### src/rtl/clock_pkg.sv
`default_nettype none
// ============================================================================
//  Module   : clock_pkg
//  Purpose  : Shared constants, alarm state encoding and BCD helper functions
//             for the alarm-clock time-keeping path.
//  Ports    : none (package)
//  Revision : 1.0  initial release
// ============================================================================
package clock_pkg;

  localparam int BCD_W = 8;

  localparam logic [BCD_W-1:0] SEC_MAX  = 8'h59;
  localparam logic [BCD_W-1:0] MIN_MAX  = 8'h59;
  localparam logic [BCD_W-1:0] HOUR_MAX = 8'h23;

  typedef enum logic [0:0] {
    IDLE    = 1'b0,
    RINGING = 1'b1
  } alarm_state_t;

  // True when both digits are decimal and the value does not exceed max.
  // Packed BCD with legal digits orders the same as its binary image, so a
  // plain magnitude compare against max is sufficient.
  function automatic logic bcd_valid(input logic [BCD_W-1:0] v,
                                     input logic [BCD_W-1:0] max);
    return (v[7:4] <= 4'd9) && (v[3:0] <= 4'd9) && (v <= max);
  endfunction

  // Two-digit BCD increment that wraps to zero after max.
  function automatic logic [BCD_W-1:0] bcd_inc(input logic [BCD_W-1:0] v,
                                               input logic [BCD_W-1:0] max);
    if (v == max)
      return '0;
    else if (v[3:0] == 4'd9)
      return {v[7:4] + 4'd1, 4'd0};
    else
      return {v[7:4], v[3:0] + 4'd1};
  endfunction

endpackage
`default_nettype wire

### src/rtl/bcd_counter.sv
`default_nettype none
// ============================================================================
//  Module   : bcd_counter
//  Purpose  : Two-digit packed-BCD modulo counter (0 .. MAX, then wrap).
//  Ports    : clk, rst      clock / asynchronous active-high reset
//             inc           advance by one this cycle
//             load          load load_val (has priority over inc)
//             load_val      packed BCD value to load
//             value         current count
//             carry         inc while at MAX (combinational, feeds next stage)
//  Revision : 1.0  initial release
// ============================================================================
module bcd_counter
  import clock_pkg::*;
#(
  parameter logic [BCD_W-1:0] MAX = SEC_MAX
) (
  input  logic             clk,
  input  logic             rst,
  input  logic             inc,
  input  logic             load,
  input  logic [BCD_W-1:0] load_val,
  output logic [BCD_W-1:0] value,
  output logic             carry
);

  assign carry = inc & (value == MAX);

  always_ff @(posedge clk or posedge rst) begin
    if (rst)
      value <= '0;
    else if (load)
      value <= load_val;
    else if (inc)
      value <= bcd_inc(value, MAX);
  end

endmodule
`default_nettype wire

### src/rtl/time_keeper.sv
`default_nettype none
// ============================================================================
//  Module   : time_keeper
//  Purpose  : 24-hour BCD time-of-day counter driven by a slow tick, with a
//             validated time load and an optional alarm / ringing FSM.
//  Config   : TIME_ALARM_EN  - when defined, adds alarm ports, alarm register,
//                              ringing FSM and ring-seconds counter.
//  Ports    : MCLK, RESET_IN            clock / async active-high reset
//             TICK_IN                   slow tick (rising edges prescaled)
//             RUN                       1 = count, 0 = hold
//             LOAD, SET_HOUR/MIN/SEC    one-cycle time load request + value
//             HOUR_OUT/MIN_OUT/SEC_OUT  current time, packed BCD
//             SEC_PULSE, DAY_WRAP       one-cycle advance / midnight pulses
//             LOAD_ERR                  one-cycle pulse on a rejected request
//             ALARM_SET, ALARM_HOUR/MIN, ALARM_ACK, ALARM_HIT (TIME_ALARM_EN)
//  Revision : 1.0  initial release
// ============================================================================
module time_keeper
  import clock_pkg::*;
#(
  parameter int TICKS_PER_SEC = 1,
  parameter int RING_SECONDS  = 60
) (
  input  logic             MCLK,
  input  logic             RESET_IN,
  input  logic             TICK_IN,
  input  logic             RUN,
  input  logic             LOAD,
  input  logic [BCD_W-1:0] SET_HOUR,
  input  logic [BCD_W-1:0] SET_MIN,
  input  logic [BCD_W-1:0] SET_SEC,
`ifdef TIME_ALARM_EN
  input  logic             ALARM_SET,
  input  logic [BCD_W-1:0] ALARM_HOUR,
  input  logic [BCD_W-1:0] ALARM_MIN,
  input  logic             ALARM_ACK,
  output logic             ALARM_HIT,
`endif
  output logic [BCD_W-1:0] HOUR_OUT,
  output logic [BCD_W-1:0] MIN_OUT,
  output logic [BCD_W-1:0] SEC_OUT,
  output logic             SEC_PULSE,
  output logic             DAY_WRAP,
  output logic             LOAD_ERR
);

  localparam int            PW         = (TICKS_PER_SEC > 1) ? $clog2(TICKS_PER_SEC) : 1;
  localparam logic [PW-1:0] PRESC_LAST = PW'(TICKS_PER_SEC - 1);

  logic          tick_q;
  logic          tick_qq;
  logic          tick_edge;
  logic [PW-1:0] presc;
  logic          adv_pend;
  logic          adv;
  logic          load_ok;
  logic          load_err_nxt;
  logic          sec_carry;
  logic          min_carry;
  logic          hour_carry;

  // Both sync stages reset high so a tick already high at release is not
  // mistaken for a rising edge.
  assign tick_edge = tick_q & ~tick_qq;

  assign load_ok = LOAD & bcd_valid(SET_HOUR, HOUR_MAX)
                        & bcd_valid(SET_MIN,  MIN_MAX)
                        & bcd_valid(SET_SEC,  SEC_MAX);

  // The advance is pipelined one stage behind the prescaler wrap; any LOAD
  // arriving in either stage takes priority and discards the advance.
  assign adv = adv_pend & ~LOAD;

  always_ff @(posedge MCLK or posedge RESET_IN) begin
    if (RESET_IN) begin
      tick_q    <= 1'b1;
      tick_qq   <= 1'b1;
      presc     <= '0;
      adv_pend  <= 1'b0;
      SEC_PULSE <= 1'b0;
      DAY_WRAP  <= 1'b0;
      LOAD_ERR  <= 1'b0;
    end else begin
      tick_q    <= TICK_IN;
      tick_qq   <= tick_q;
      adv_pend  <= 1'b0;
      if (load_ok) begin
        presc <= '0;
      end else if (RUN && tick_edge) begin
        if (presc == PRESC_LAST) begin
          presc    <= '0;
          adv_pend <= ~LOAD;
        end else begin
          presc <= presc + PW'(1);
        end
      end
      SEC_PULSE <= adv;
      DAY_WRAP  <= hour_carry;
      LOAD_ERR  <= load_err_nxt;
    end
  end

  bcd_counter #(.MAX(SEC_MAX)) u_sec (
    .clk      (MCLK),
    .rst      (RESET_IN),
    .inc      (adv),
    .load     (load_ok),
    .load_val (SET_SEC),
    .value    (SEC_OUT),
    .carry    (sec_carry)
  );

  bcd_counter #(.MAX(MIN_MAX)) u_min (
    .clk      (MCLK),
    .rst      (RESET_IN),
    .inc      (sec_carry),
    .load     (load_ok),
    .load_val (SET_MIN),
    .value    (MIN_OUT),
    .carry    (min_carry)
  );

  bcd_counter #(.MAX(HOUR_MAX)) u_hour (
    .clk      (MCLK),
    .rst      (RESET_IN),
    .inc      (min_carry),
    .load     (load_ok),
    .load_val (SET_HOUR),
    .value    (HOUR_OUT),
    .carry    (hour_carry)
  );

`ifdef TIME_ALARM_EN
  localparam logic [7:0] RING_LAST = 8'(RING_SECONDS - 1);

  alarm_state_t     state;
  alarm_state_t     state_nxt;
  logic [7:0]       ring_cnt;
  logic [7:0]       ring_cnt_nxt;
  logic [BCD_W-1:0] al_hour;
  logic [BCD_W-1:0] al_min;
  logic             al_valid;
  logic             alarm_ok;
  logic             alarm_match;

  assign alarm_ok = bcd_valid(ALARM_HOUR, HOUR_MAX) & bcd_valid(ALARM_MIN, MIN_MAX);

  // The post-advance time can only be hh:mm:00 when the seconds wrap, so the
  // match looks at the incremented minute/hour values during that advance.
  // A LOAD never produces sec_carry, so loading the alarm time cannot trigger.
  assign alarm_match = al_valid & sec_carry
                     & (bcd_inc(MIN_OUT, MIN_MAX) == al_min)
                     & ((min_carry ? bcd_inc(HOUR_OUT, HOUR_MAX) : HOUR_OUT) == al_hour);

  assign load_err_nxt = (LOAD & ~load_ok) | (ALARM_SET & ~alarm_ok);

  always_comb begin
    state_nxt    = state;
    ring_cnt_nxt = ring_cnt;
    if (ALARM_SET && alarm_ok) begin
      state_nxt    = IDLE;
      ring_cnt_nxt = '0;
    end else begin
      case (state)
        IDLE: begin
          if (alarm_match)
            state_nxt = RINGING;
        end
        RINGING: begin
          if (ALARM_ACK) begin
            state_nxt    = IDLE;
            ring_cnt_nxt = '0;
          end else if (adv) begin
            // The advance that starts ringing is seen in IDLE, so only the
            // following RING_SECONDS advances are counted here.
            if (ring_cnt == RING_LAST) begin
              state_nxt    = IDLE;
              ring_cnt_nxt = '0;
            end else begin
              ring_cnt_nxt = ring_cnt + 8'd1;
            end
          end
        end
        default: begin
          state_nxt    = IDLE;
          ring_cnt_nxt = '0;
        end
      endcase
    end
  end

  always_ff @(posedge MCLK or posedge RESET_IN) begin
    if (RESET_IN) begin
      state     <= IDLE;
      ring_cnt  <= '0;
      al_hour   <= '0;
      al_min    <= '0;
      al_valid  <= 1'b0;
      ALARM_HIT <= 1'b0;
    end else begin
      state     <= state_nxt;
      ring_cnt  <= ring_cnt_nxt;
      ALARM_HIT <= (state_nxt == RINGING);
      if (ALARM_SET && alarm_ok) begin
        al_hour  <= ALARM_HOUR;
        al_min   <= ALARM_MIN;
        al_valid <= 1'b1;
      end
    end
  end
`else
  assign load_err_nxt = LOAD & ~load_ok;
`endif

endmodule
`default_nettype wire

### config.mk
export PLATFORM = sky130hd
export DESIGN_NAME = time_keeper
export DESIGN_NICKNAME = d
export VERILOG_FILES = /design/src/rtl/clock_pkg.sv /design/src/rtl/bcd_counter.sv /design/src/rtl/time_keeper.sv
export SDC_FILE = /design/constraint.sdc
export NUM_CORES = 1
export LEC_CHECK = 0
export ABC_AREA = 1
export CORE_MARGIN = 10
export CORE_UTILIZATION = 40
export CTS_CLUSTER_DIAMETER = 40
export DETAILED_ROUTE_END_ITERATION = 8
export PLACE_DENSITY = 0.76
export SLEW_MARGIN = 10
export SYNTH_ARGS = -nofsm -noshare
export SYNTH_HDL_FRONTEND = slang
export SYNTH_HIERARCHICAL = 1
export SYNTH_SLANG_ARGS = --single-unit
### constraint.sdc
create_clock -name MCLK -period 6.5 [get_ports MCLK]
set_input_delay 0.975 -clock MCLK [delete_from_list [all_inputs] [get_ports MCLK]]
set_output_delay 0.975 -clock MCLK [all_outputs]
set_load 0.1 [all_outputs]
# Word-level counts from Yosys, hierarchy flattened
# Cells that the tools add are included.
# classes
add_sub_neg	7
magnitude_cmp	9
eq_ne	6
mux	18
bitwise	12
reduce_logical	17
# op_table
cell	count
2-to-1 mux 8 bit	12
adder 4 x 1 -> 4 bit, second input constant	6
<= comparator 4 bit, second input constant	6
== test 8 x 7 -> 1 bit, second input constant	2
<= comparator 8 x 7 -> 1 bit, second input constant	2
== test 4 bit, second input constant	3
AND 1 bit	9
nonzero test 3 bit	3
== test 8 x 6 -> 1 bit, second input constant	1
<= comparator 8 x 6 -> 1 bit, second input constant	1
nonzero test 2 bit	4
logical AND 1 bit	7
2-to-1 mux 1 bit	6
AND reduction 2 bit	3
inverter 1 bit	3
adder 1 bit, second input constant	1
# word_totals
regBits	31
in_bits	29
output_inout_bits	27

# Logic depth before layout (Yosys ltp)
# logic_depth
ltp_word	8
depth_mapped	11
depth_no_buf	11

# Hierarchy
# Netlist, hierarchy kept.
# by_module_without_submodules
mod	instances	cells_per_inst	area_per_inst_um2
bcd_counter (u_min ...)	2	75	591.8
bcd_counter (u_hour)	1	74	590.6
time_keeper	1	39	282.8

# Worst setup path before layout
# Ideal clock, no wire load.
# synth_timing
path_kind	reg-to-reg
startpoint	register u_sec.value[0]
endpoint	register u_hour.value[0]
setup_ns	0.161
arrival_ns	2.705
required_time_ns	6.339
setup_slack_ns	3.634
path_stages_with_launch	8
cell_sequence	dfrtp_1 ha_1 nand3_4 nor3b_1 nor3b_1 nor2_2 a22oi_1 o21ai_1
# synth_via
elab_chain_cells	4
# synth_lines
element	line_no	source
from (decl)	bcd_counter.sv:23	output logic [BCD_W-1:0] value,
from (signal assigned)	bcd_counter.sv:33	value <= load_val;
from (signal assigned)	bcd_counter.sv:35	value <= bcd_inc(value, MAX);
== test 8 x 7 -> 1 bit	bcd_counter.sv:27	assign carry = inc & (value == MAX);
AND 1 bit	bcd_counter.sv:27	
net sec_carry	time_keeper.sv:58	logic sec_carry;
AND 1 bit	bcd_counter.sv:27	
net min_carry	time_keeper.sv:59	logic min_carry;
nonzero test 2 bit (no line)	-	
to (signal assigned)	bcd_counter.sv:33	
to (signal assigned)	bcd_counter.sv:35	
to (decl)	bcd_counter.sv:23	
# The timed path passes the listed nets, and every way through them passes these cells.
# A chain may end at the register's enable or synchronous reset.

# Final worst setup path
# layout_timing
startpoint	input LOAD
endpoint	register u_hour.value[2]
# layout_via
elab_chain_cells	5
elab_cells_between_ends	9
classes_between	mux: 1; bitwise: 7; reduce/logical: 1
# layout_lines
element	line_no	source
from (decl)	time_keeper.sv:28	input logic LOAD,
inverter 1 bit	time_keeper.sv:72	assign adv = adv_pend & ~LOAD;
AND 1 bit	time_keeper.sv:72	
net adv	time_keeper.sv:55	logic adv;
AND 1 bit	bcd_counter.sv:27	
net sec_carry	time_keeper.sv:58	
AND 1 bit	bcd_counter.sv:27	
net min_carry	time_keeper.sv:59	
nonzero test 2 bit (no line)	-	
# The timed path passes the listed nets, and every way through them passes these cells.

==> flow_summary.json <==
{
  "status": "finished clean",
  "worstMarginPinSlew_ns": 1.02,
  "cp-startpoint": "LOAD",
  "diodes": 0,
  "hold_viol": 0,
  "drive_gt1_frac": 0.115,
  "clkTransAtPathRegs_ns": 0.06,
  "die-height_um": 91.7,
  "route.detailed.drc": 0,
  "vias_per_cell": 4.82,
  "grt_pass1_wl_um": 9090,
  "crit_end": "u_hour/value[2]$_DFFE_PP0P_",
  "post_cts_resized": 0,
  "holdWs_ns": 0.369,
  "rsz0062_at_grt": "no",
  "crit_fanout": 7,
  "r2r_setup_slack_ns": 4.00,
  "seqPwrFrac": 0.333,
  "vdd_drop_max_v": 0.000113,
  "grt_pass1_vias": 1969,
  "start_util": 0.408,
  "relSlewSlack": 0.316,
  "clockBufferDepth": 2,
  "drv_cap": 0,
  "gp_congestion": 0.779,
  "setup_viol": 0,
  "p_leak_uw": 0.00131,
  "multi_input_area_sq_mm": 0.00113,
  "synth-edff-count": 0,
  "coreArea_sq_mm": 0.00504,
  "fillers": 488,
  "cts_tree": "yes",
  "arrival_ns": 3.37,
  "synth_cells": 263,
  "instances_no_fill": 393,
  "crit_type": "in -> reg",
  "min_path_type": "reg -> reg",
  "synthTopCellsByArea": "dfrtp_1 (34%), nand2_1 (9.7%), ha_1 (7.3%)",
  "die_w_um": 91.7,
  "p_clk_frac": 0.353,
  "power_density_mw_per_mm2": 240,
  "min_path_cells": 0,
  "placed_cells": 385,
  "intPower_uw": 425,
  "yosysMostFrequentCell": "nand2_1",
  "yosys_warnings": 6,
  "dpl.hpwl_um": 4170,
  "vias": 1893,
  "io_buffers": 55,
  "syn_nets": 304,
  "dpl_cell_area_sq_mm": 0.00267,
  "period_minus_slack_ns": 3.22,
  "cts_hold_buf": 0,
  "ys_async_sr_fraction": 1.00,
  "slew_viol_final": 0,
  "seqCellArea_sq_um": 753,
  "syn2layout_area_growth_pct": 36.9,
  "wl_per_cell_um": 13.3,
  "reg2regPathDepth": 8,
  "ys_seq_elements": 30,
  "pin_count": 56,
  "ys_types": 28,
  "drt_iter0_drc": 88,
  "fin_nets": 363,
  "final_util": 0.558,
  "synth_top_area_frac": 0.341,
  "fin_skew_ns": 0.00930,
  "postRouteAntennaNets": 0,
  "cts_made_buffers": 5,
  "ys.flop_type": "dfrtp_1",
  "grt-ovfl-total": 0,
  "cp-end-kind": "flop",
  "grt_max_degree": 36,
  "worstPathRequired_ns": 6.66,
  "clkLatencyLatePin_ns": 0.29,
  "fin_crit_sh": 0.495,
  "regToRegStartpoint": "u_sec/value[5]$_DFFE_PP0P_",
  "synth_area_sq_mm": 0.00206,
  "synth_top_cell_by_area": "dfrtp_1",
  "fin_tns_setup_ns": 0,
  "p_comb_frac": 0.313,
  "cts_setup_buffers": 0,
  "syn_avg_cell_area_sq_um": 7.82,
  "yosys-top-cells-count": "nand2_1 (53), inv_1 (34), nor2_1 (30)",
  "track_usage": 0.131,
  "drtPass1Iterations": 4,
  "dieArea_sq_mm": 0.00841,
  "antenna_found_initial": 0,
  "max_freq_ghz": 0.311,
  "sw_frac_of_total": 0.371,
  "rows": 26,
  "wl_um": 5240,
  "root_buffer": "clkbuf_8",
  "timing.rr.end": "u_hour/value[2]$_DFFE_PP0P_",
  "synth_seq_area_share": 0.366,
  "final_cell_area_sq_mm": 0.00282,
  "power.switching_uw": 251,
  "h-tree-depth": 2,
  "startpoint_type": "input port",
  "cts.sinks": 30
}
[cell type report]
cell class | count | share of cell area
inverters | 40 | 0.0551
clock inverters | 2 | 0.0213
flip-flops and latches | 30 | 0.268
clock buffers | 6 | 0.0293
multi-input cells | 190 | 0.400
well taps | 70 | 0.0311
repair buffers | 55 | 0.196
[flip-flops by register name, summed over array words and instances, names as in the netlist]
register / flops
DAY_WRAP: 1
LOAD_ERR: 1
SEC_PULSE: 1
adv_pend: 1
tick_q: 1
tick_qq: 1
u_hour/value: 8
u_min/value: 8
u_sec/value: 8
[per-layer routing]
| metal | up-vias | wire length [um] | global-route usage |
|---|---|---|---|
| met1 | 876 | 2260 | 0.148 |
| met2 | 41 | 2590 | 0.221 |
| met5 | - | 0 | 0 |
| met3 | 9 | 310 | 0.0489 |
| li1 | 967 | - | - |
| met4 | 0 | 77 | 0.0463 |
[critical path, cell delays in order]
cell and delay (ns):
clkdlybuf4s50_1 0.48, nor2_1 0.37, nor3b_1 0.50, nor3b_1 0.55, nor2_2 0.19, a22oi_1 0.20, o21ai_1 0.10
[power by group through the flow]
stage | logic, uW | registers (uW) | clock network [uW]
2_1_floorplan | 44.9 | 331 | 0
3_3_place_gp | 212 | 229 | 0
3_5_place_dp | 213 | 229 | 0
4_1_cts | 214 | 226 | 243
5_1_grt | 225 | 229 | 254
6_report | 212 | 226 | 239
[worst min-delay path by stage]
| stage | from | endpoint | slack (ns) |
|---|---|---|---|
| 3_5_place_dp | tick_q$_DFF_PP1_ | tick_qq$_DFF_PP1_ | 0.36 |
| 3_3_place_gp | tick_q$_DFF_PP1_ | tick_qq$_DFF_PP1_ | 0.36 |
| 5_1_grt | tick_q$_DFF_PP1_ | tick_qq$_DFF_PP1_ | 0.37 |
| 6_report | tick_q$_DFF_PP1_ | tick_qq$_DFF_PP1_ | 0.37 |
| 2_1_floorplan | tick_q$_DFF_PP1_ | tick_qq$_DFF_PP1_ | 0.35 |
| 4_1_cts | tick_q$_DFF_PP1_ | tick_qq$_DFF_PP1_ | 0.37 |
[layout by cell type, fill, tap and decap left out, types with 3 or more instances in the layout]
cell type and count:
nand2_1 53, o21ai_0 8, dfrtp_1 28, nand4_1 3, nand2_2 5, inv_1 34
inv_2 4, xor2_1 8, nand3_4 3, nand3_1 21, clkbuf_8 6, a21oi_1 14
nor2_1 30, o21ai_1 5, a22oi_1 10, nor2_4 7, clkdlybuf4s50_1 55, ha_1 12
[per-stage QoR]
stage                     worst slack, ns  total power [uW]
after floorplan                      3.63               376
after global placement               2.99               441
after detailed placement             2.99               442
after CTS                            3.30               683
after global routing                 3.13               708
final                                3.28               677
[cell families (layout without fill, tap and decap cells)]
logic type,Yosys count,after routing,synth area share
AOI/OAI and AO/OA,38,38,0.110
xor gates and xnor gates,9,9,0.0383
adders and majority gates,12,12,0.0730
buffers and inverters,43,103,0.0888
DFF,30,30,0.366
and+or+nand+nor,131,131,0.324
(Power assumes the default switching activity.)
